File: config.mk
export PLATFORM = sky130hd
export DESIGN_NAME = fir_filter
export DESIGN_NICKNAME = d
export VERILOG_FILES = /design/src/rtl/fir_pkg.sv /design/src/rtl/fir_tap_mult.sv /design/src/rtl/fir_filter.sv
export SDC_FILE = /design/constraint.sdc
export NUM_CORES = 1
export LEC_CHECK = 0
export CAP_MARGIN = 20
export CORE_MARGIN = 2
export CORE_UTILIZATION = 45
export CTS_CLUSTER_DIAMETER = 200
export DETAILED_ROUTE_END_ITERATION = 12
export HOLD_SLACK_MARGIN = 0.05
export PLACE_DENSITY = 0.73
export SETUP_SLACK_MARGIN = 0.5
export SYNTH_ARGS = -nofsm -noshare
export SYNTH_HDL_FRONTEND = slang
export SYNTH_SLANG_ARGS = --single-unit
File: constraint.sdc
create_clock -name clk -period 5.16 [get_ports clk]
set_clock_uncertainty 0.05 [all_clocks]
set_input_delay 1.032 -clock clk [delete_from_list [all_inputs] [get_ports clk]]
set_output_delay 1.032 -clock clk [all_outputs]
set_load 0.005 [all_outputs]
File: src/rtl/fir_pkg.sv
`default_nettype none
// ============================================================================
//  Module      : fir_pkg
//  Description : Shared widths, types and fixed coefficient set for the
//                8-tap direct-form FIR filter.
//  Revision    : 1.0 - initial release
// ============================================================================
package fir_pkg;

  // Datapath widths
  localparam int DATA_W = 8;
  localparam int COEF_W = 4;
  localparam int NTAPS  = 8;
  localparam int OUT_W  = 15;

  // A single tap product carries the full sample x coefficient precision
  localparam int PROD_W = DATA_W + COEF_W;

  typedef logic [DATA_W-1:0] sample_t;
  typedef logic [COEF_W-1:0] coef_t;
  typedef logic [PROD_W-1:0] prod_t;
  typedef logic [OUT_W-1:0]  acc_t;

  // Symmetric low-pass kernel; sum = 30, so 255*30 = 7650 fits in OUT_W bits
  localparam coef_t COEFS [0:NTAPS-1] = '{
    4'd1, 4'd2, 4'd4, 4'd8, 4'd8, 4'd4, 4'd2, 4'd1
  };

endpackage : fir_pkg
`default_nettype wire

File: src/rtl/fir_tap_mult.sv
`default_nettype none
// ============================================================================
//  Module      : fir_tap_mult
//  Description : Unsigned sample multiplied by a constant coefficient.
//                Purely combinational; one instance per filter tap.
//  Revision    : 1.0 - initial release
// ============================================================================
module fir_tap_mult
  import fir_pkg::*;
#(
  parameter coef_t COEF = '0
) (
  input  sample_t sample,
  output prod_t   product
);

  // Both operands widened to the product width so no bits are lost
  assign product = prod_t'(sample) * prod_t'(COEF);

endmodule : fir_tap_mult
`default_nettype wire

File: src/rtl/fir_filter.sv
`default_nettype none
// ============================================================================
//  Module      : fir_filter
//  Description : 8-tap direct-form FIR with fixed unsigned coefficients.
//                One sample accepted per valid_in; registered result with a
//                one-cycle valid_out pulse, held until the next sample.
//  Revision    : 1.0 - initial release
// ============================================================================
module fir_filter
  import fir_pkg::*;
(
  input  logic              clk,
  input  logic              rst_n,
  input  logic [DATA_W-1:0] data_in,
  input  logic              valid_in,
  output logic [OUT_W-1:0]  data_out,
  output logic              valid_out
);

  // x1..x7 : previously accepted samples, x1 the most recent
  sample_t delay_line [1:NTAPS-1];

  // Tap inputs: tap 0 is the live sample, taps 1..7 are the delay line
  sample_t taps     [0:NTAPS-1];
  prod_t   products [0:NTAPS-1];

  // Adder tree levels, each its own array so no level depends on itself
  acc_t    lvl0 [0:NTAPS-1];
  acc_t    lvl1 [0:NTAPS/2-1];
  acc_t    lvl2 [0:NTAPS/4-1];
  acc_t    sum;

  assign taps[0] = data_in;

  generate
    for (genvar k = 1; k < NTAPS; k++) begin : g_taps
      assign taps[k] = delay_line[k];
    end

    for (genvar i = 0; i < NTAPS; i++) begin : g_mult
      fir_tap_mult #(
        .COEF (COEFS[i])
      ) u_mult (
        .sample  (taps[i]),
        .product (products[i])
      );
      // Zero-extend each product to the accumulator width before summing
      assign lvl0[i] = acc_t'(products[i]);
    end

    for (genvar j = 0; j < NTAPS/2; j++) begin : g_lvl1
      assign lvl1[j] = lvl0[2*j] + lvl0[2*j+1];
    end

    for (genvar j = 0; j < NTAPS/4; j++) begin : g_lvl2
      assign lvl2[j] = lvl1[2*j] + lvl1[2*j+1];
    end
  endgenerate

  // Final level of the three-level tree for eight taps
  assign sum = lvl2[0] + lvl2[1];

  // Delay line shifts only on accepted samples; idle cycles ignore data_in
  always_ff @(posedge clk or negedge rst_n) begin
    if (!rst_n) begin
      for (int k = 1; k < NTAPS; k++) begin
        delay_line[k] <= '0;
      end
    end else if (valid_in) begin
      delay_line[1] <= data_in;
      for (int k = 2; k < NTAPS; k++) begin
        delay_line[k] <= delay_line[k-1];
      end
    end
  end

  // Output register captures the tree sum of pre-edge history; valid tracks valid_in
  always_ff @(posedge clk or negedge rst_n) begin
    if (!rst_n) begin
      data_out  <= '0;
      valid_out <= 1'b0;
    end else begin
      valid_out <= valid_in;
      if (valid_in) begin
        data_out <= sum;
      end
    end
  end

endmodule : fir_filter
`default_nettype wire

==> flow_summary.rst <==
.. list-table::
   :header-rows: 1

   * - Metric
     - Value
   * - Worst-case setup slack after placement
     - -0.109 ns
   * - Transition time at the pin with the least slew margin
     - 0.990 ns
   * - WP data required
     - around 5.4 ns
   * - Crit path cell chain
     - clkdlybuf4s50_1 > inv_1 > fa_1 > inv_1 > fa_1 > fa_1 > inv_1 > fa_1 > inv_1 > ha_4 > o21a_1 > o31a_1 > a211oi_1 > a21o_1
   * - Min cycle time layout
     - between 4 and 5 ns
   * - Number of setup violations in the final report
     - 0
   * - DP HPWL
     - 5470 um
   * - Hold Fails Final Rpt
     - 0
   * - Worst hold path class
     - flop to flop
   * - CTS tree
     - built
   * - Classification of the worst setup path
     - input pin to flop
   * - Clock insertion delay at the later pin of the skew report
     - 0.34 ns
   * - Fraction of layout cells with a size suffix above 1
     - 15.7%
   * - Remaining DRCs
     - 0
   * - RSZ-0062 raised after global routing
     - no
   * - Nets
     - 521
   * - Count of flip-flops with a built-in enable after synthesis
     - 0
   * - Horiz. Die Dim
     - ~100 um
   * - Netlist cell types
     - 44
   * - Clock root buffer master
     - clkbuf_8
   * - Commonest cells after routing, fill and taps aside
     - inv_1, dfrtp_1, nand2_1, o21ai_0, fa_1
   * - Largest net degree at the start of global routing
     - roughly 110
   * - Smallest setup slack after layout
     - 0.628 ns
   * - Count of buffering cells on the critical path with inverters included
     - 5
   * - Max Fanout on Critical Path
     - 4
   * - Max-capacitance violation count
     - 0
   * - Ratio of routed vias to standard cells
     - 4.87
   * - Flip-flop and latch count after synthesis
     - 71
   * - Total wire length after detailed routing
     - slightly below 8000 um
   * - Growth of design area from synthesis to finish
     - 17.3%
   * - Cell depth of the worst flop-to-flop path
     - 14
   * - Count of warnings emitted by yosys
     - 0
   * - Netlist area before placement
     - 4350 sq um
   * - Number of fill cells in the layout
     - 808
   * - Element type at the critical path end
     - flop
   * - Data arrival time of the critical path
     - 4.77 ns
   * - Slowest cell delay on critical path
     - 0.54 ns
   * - Met3 Resource Use GR
     - just under 5%
   * - Placer Congestion
     - about 0.86
   * - Relative slew slack
     - 34.0%
   * - Fmax achieved
     - 0.221 GHz
   * - Startpoint Class
     - input pin
   * - Most frequent standard cell in the layout excluding fill and tap cells
     - inv_1
   * - Total Routing Usage GR
     - 17.6%
   * - Initial core utilization
     - 46.6%
   * - Gate count of the mapped netlist
     - a little over 400
   * - Most instantiated flip-flop cell in the synthesis netlist
     - dfrtp_1
   * - DRT iter0 DRCs
     - 96
   * - Standard cell with the maximum stage delay on the critical path
     - fa_1
   * - Via count of the first global-routing pass
     - 3085
   * - Clock buffers created by TritonCTS
     - 9
   * - First drt pass iteration count
     - 4
   * - GRT met1 Usage
     - 23.4%
   * - Clock-pin slew reported for the worst setup and hold paths after clock tree synthesis
     - 0.08 ns
   * - Share of async-settable or async-resettable flops after synthesis
     - 100%
   * - Total I/O pin count
     - 27
   * - Number of cells traversed by the worst hold path
     - 2
   * - Post-route cell area
     - 5100 sq um
   * - Bufs on Longest Clock Path
     - 2
   * - Ratio of final minimum period to clock period
     - around 88%
   * - Inserted Diodes
     - 0
   * - CP Depth
     - 14
   * - Largest delay share family, worst path
     - adder cells
   * - Placed Instance Area
     - roughly 4700 sq um
   * - Global-route wire length before repair
     - 14300 um
   * - Number of nets with antenna violations after routing
     - 0
   * - Outcome
     - completed
   * - Antenna violations before repair
     - 0
   * - Number of nets in the synthesized netlist
     - 488
   * - Die Y-Extent
     - 102 um
   * - Total core area
     - 9330 sq um
   * - Number of pins with negative max-slew slack in the final report
     - 0
   * - Standard-cell rows
     - 35
   * - Die Outline Area
     - 10500 sq um
   * - Number of I/O port buffers
     - 25
   * - Post-synthesis sequential area ratio
     - 40.9%
   * - Clk sinks
     - 71
   * - Overflow left after global routing
     - 0
   * - Avg WL per Cell
     - 13.5 um
   * - Tightest hold margin
     - ~0.43 ns
   * - GR met2 Demand/Resource
     - between 20 and 30%
   * - Number of H-tree levels
     - 3
   * - Via count
     - about 2800
   * - GRT Max-Usage Layer
     - met2
   * - Mean instance size in the synthesized netlist
     - roughly 11 sq um
==> area by class of cell <==
class                      instances  area (sq um)  share of cell area (%)
multi-input combinational        222          2220                    43.5
inverter                         106           398                    7.80
sequential                        71          1780                    34.8
timing repair buffer              36           324                    6.36
clock inverter                     6          83.8                    1.64
clock buffer                      10           138                    2.70
tap                              129           161                    3.17
==> timing repair <==
| item | in CTS | in global routing |
|---|---|---|
| setup buffers | 2 | 3 |
| endpoints found under the setup margin | 7 | 6 |
| pin swaps | 17 | 11 |
| hold buffers | 0 | 0 |
| gates resized for setup | 20 | 7 |
==> layer usage <==
metal | wire length (um) | part of all wire [%]
met3 | 248 | 3.2
met2 | 4050 | 52
met4 | 99 | 1.3
met1 | 3440 | 44
met5 | 0 | 0
==> synth_stat cells, types with 2 or more instances <==
| master | instances | share of area, % |
|---|---|---|
| or3_1 | 4 | 0.58 |
| o21ai_1 | 2 | 0.23 |
| o21a_1 | 2 | 0.35 |
| inv_1 | 105 | 9.1 |
| nor3_1 | 2 | 0.23 |
| a2111o_1 | 2 | 0.52 |
| o31a_1 | 2 | 0.40 |
| a21oi_1 | 3 | 0.35 |
| ha_1 | 19 | 5.5 |
| o21ai_0 | 43 | 4.9 |
| a211oi_1 | 3 | 0.52 |
| clkbuf_1 | 8 | 0.69 |
| buf_2 | 4 | 0.46 |
| and3_1 | 2 | 0.29 |
| mux2_2 | 22 | 5.7 |
| nor2_1 | 4 | 0.35 |
| nor2b_1 | 2 | 0.29 |
| a21o_1 | 2 | 0.35 |
| fa_1 | 45 | 21 |
| nand2_1 | 43 | 3.7 |
| dfrtp_1 | 71 | 41 |
==> per-stage QoR <==
stage	instances	setup TNS (ns)	util, %
floorplan	413	0	-
global placement	559	-0.0111	50.8
detailed placement	559	-0.286	50.8
CTS	577	0	54.0
global route	580	0	54.7
finish	580	0	54.7
==> worst min-delay path, stage by stage, from the launching register on <==
cell	delay [ns]
dfrtp_1	0.35
nand2_1	0.05
o21ai_0	0.06
==> path summary, 6_finish.rpt <==
check	start	end	slack, ns
max in group asynchronous	rst_n	delay_line[29]$_DFFE_PN0P_	3.43
hold reg to reg	delay_line[36]$_DFFE_PN0P_	delay_line[28]$_DFFE_PN0P_	0.43
setup / recovery	data_in[7]	data_out[8]$_DFFE_PN0P_	0.63
min in group asynchronous	rst_n	delay_line[11]$_DFFE_PN0P_	0.63
hold / removal	delay_line[36]$_DFFE_PN0P_	delay_line[28]$_DFFE_PN0P_	0.43
setup reg to reg	delay_line[19]$_DFFE_PN0P_	data_out[8]$_DFFE_PN0P_	1.17
==> sequential cells by signal, indices dropped and copies added (netlist names) <==
name,count
delay_line,56
data_out,14
valid_out,1
==> logic make-up (layout without fill, tap and decap cells) <==
| logic type | after synthesis | count (layout) | share of synthesized area [%] |
|---|---|---|---|
| AO/OA/AOI/OAI | 72 | 72 | 10.2 |
| XOR/XNOR | 1 | 1 | 0.201 |
| adder cells (fa/ha/maj) | 64 | 64 | 26.2 |
| buffers and inverters | 120 | 158 | 10.6 |
| flip-flops | 71 | 71 | 40.9 |
| multiplexers | 22 | 22 | 5.70 |
| other | 1 | 1 | 0.0862 |
| AND/OR/NAND/NOR | 62 | 62 | 6.19 |
Power is not shown: default switching activity piles up to over one toggle a cycle in this logic, so the estimate is an artifact.
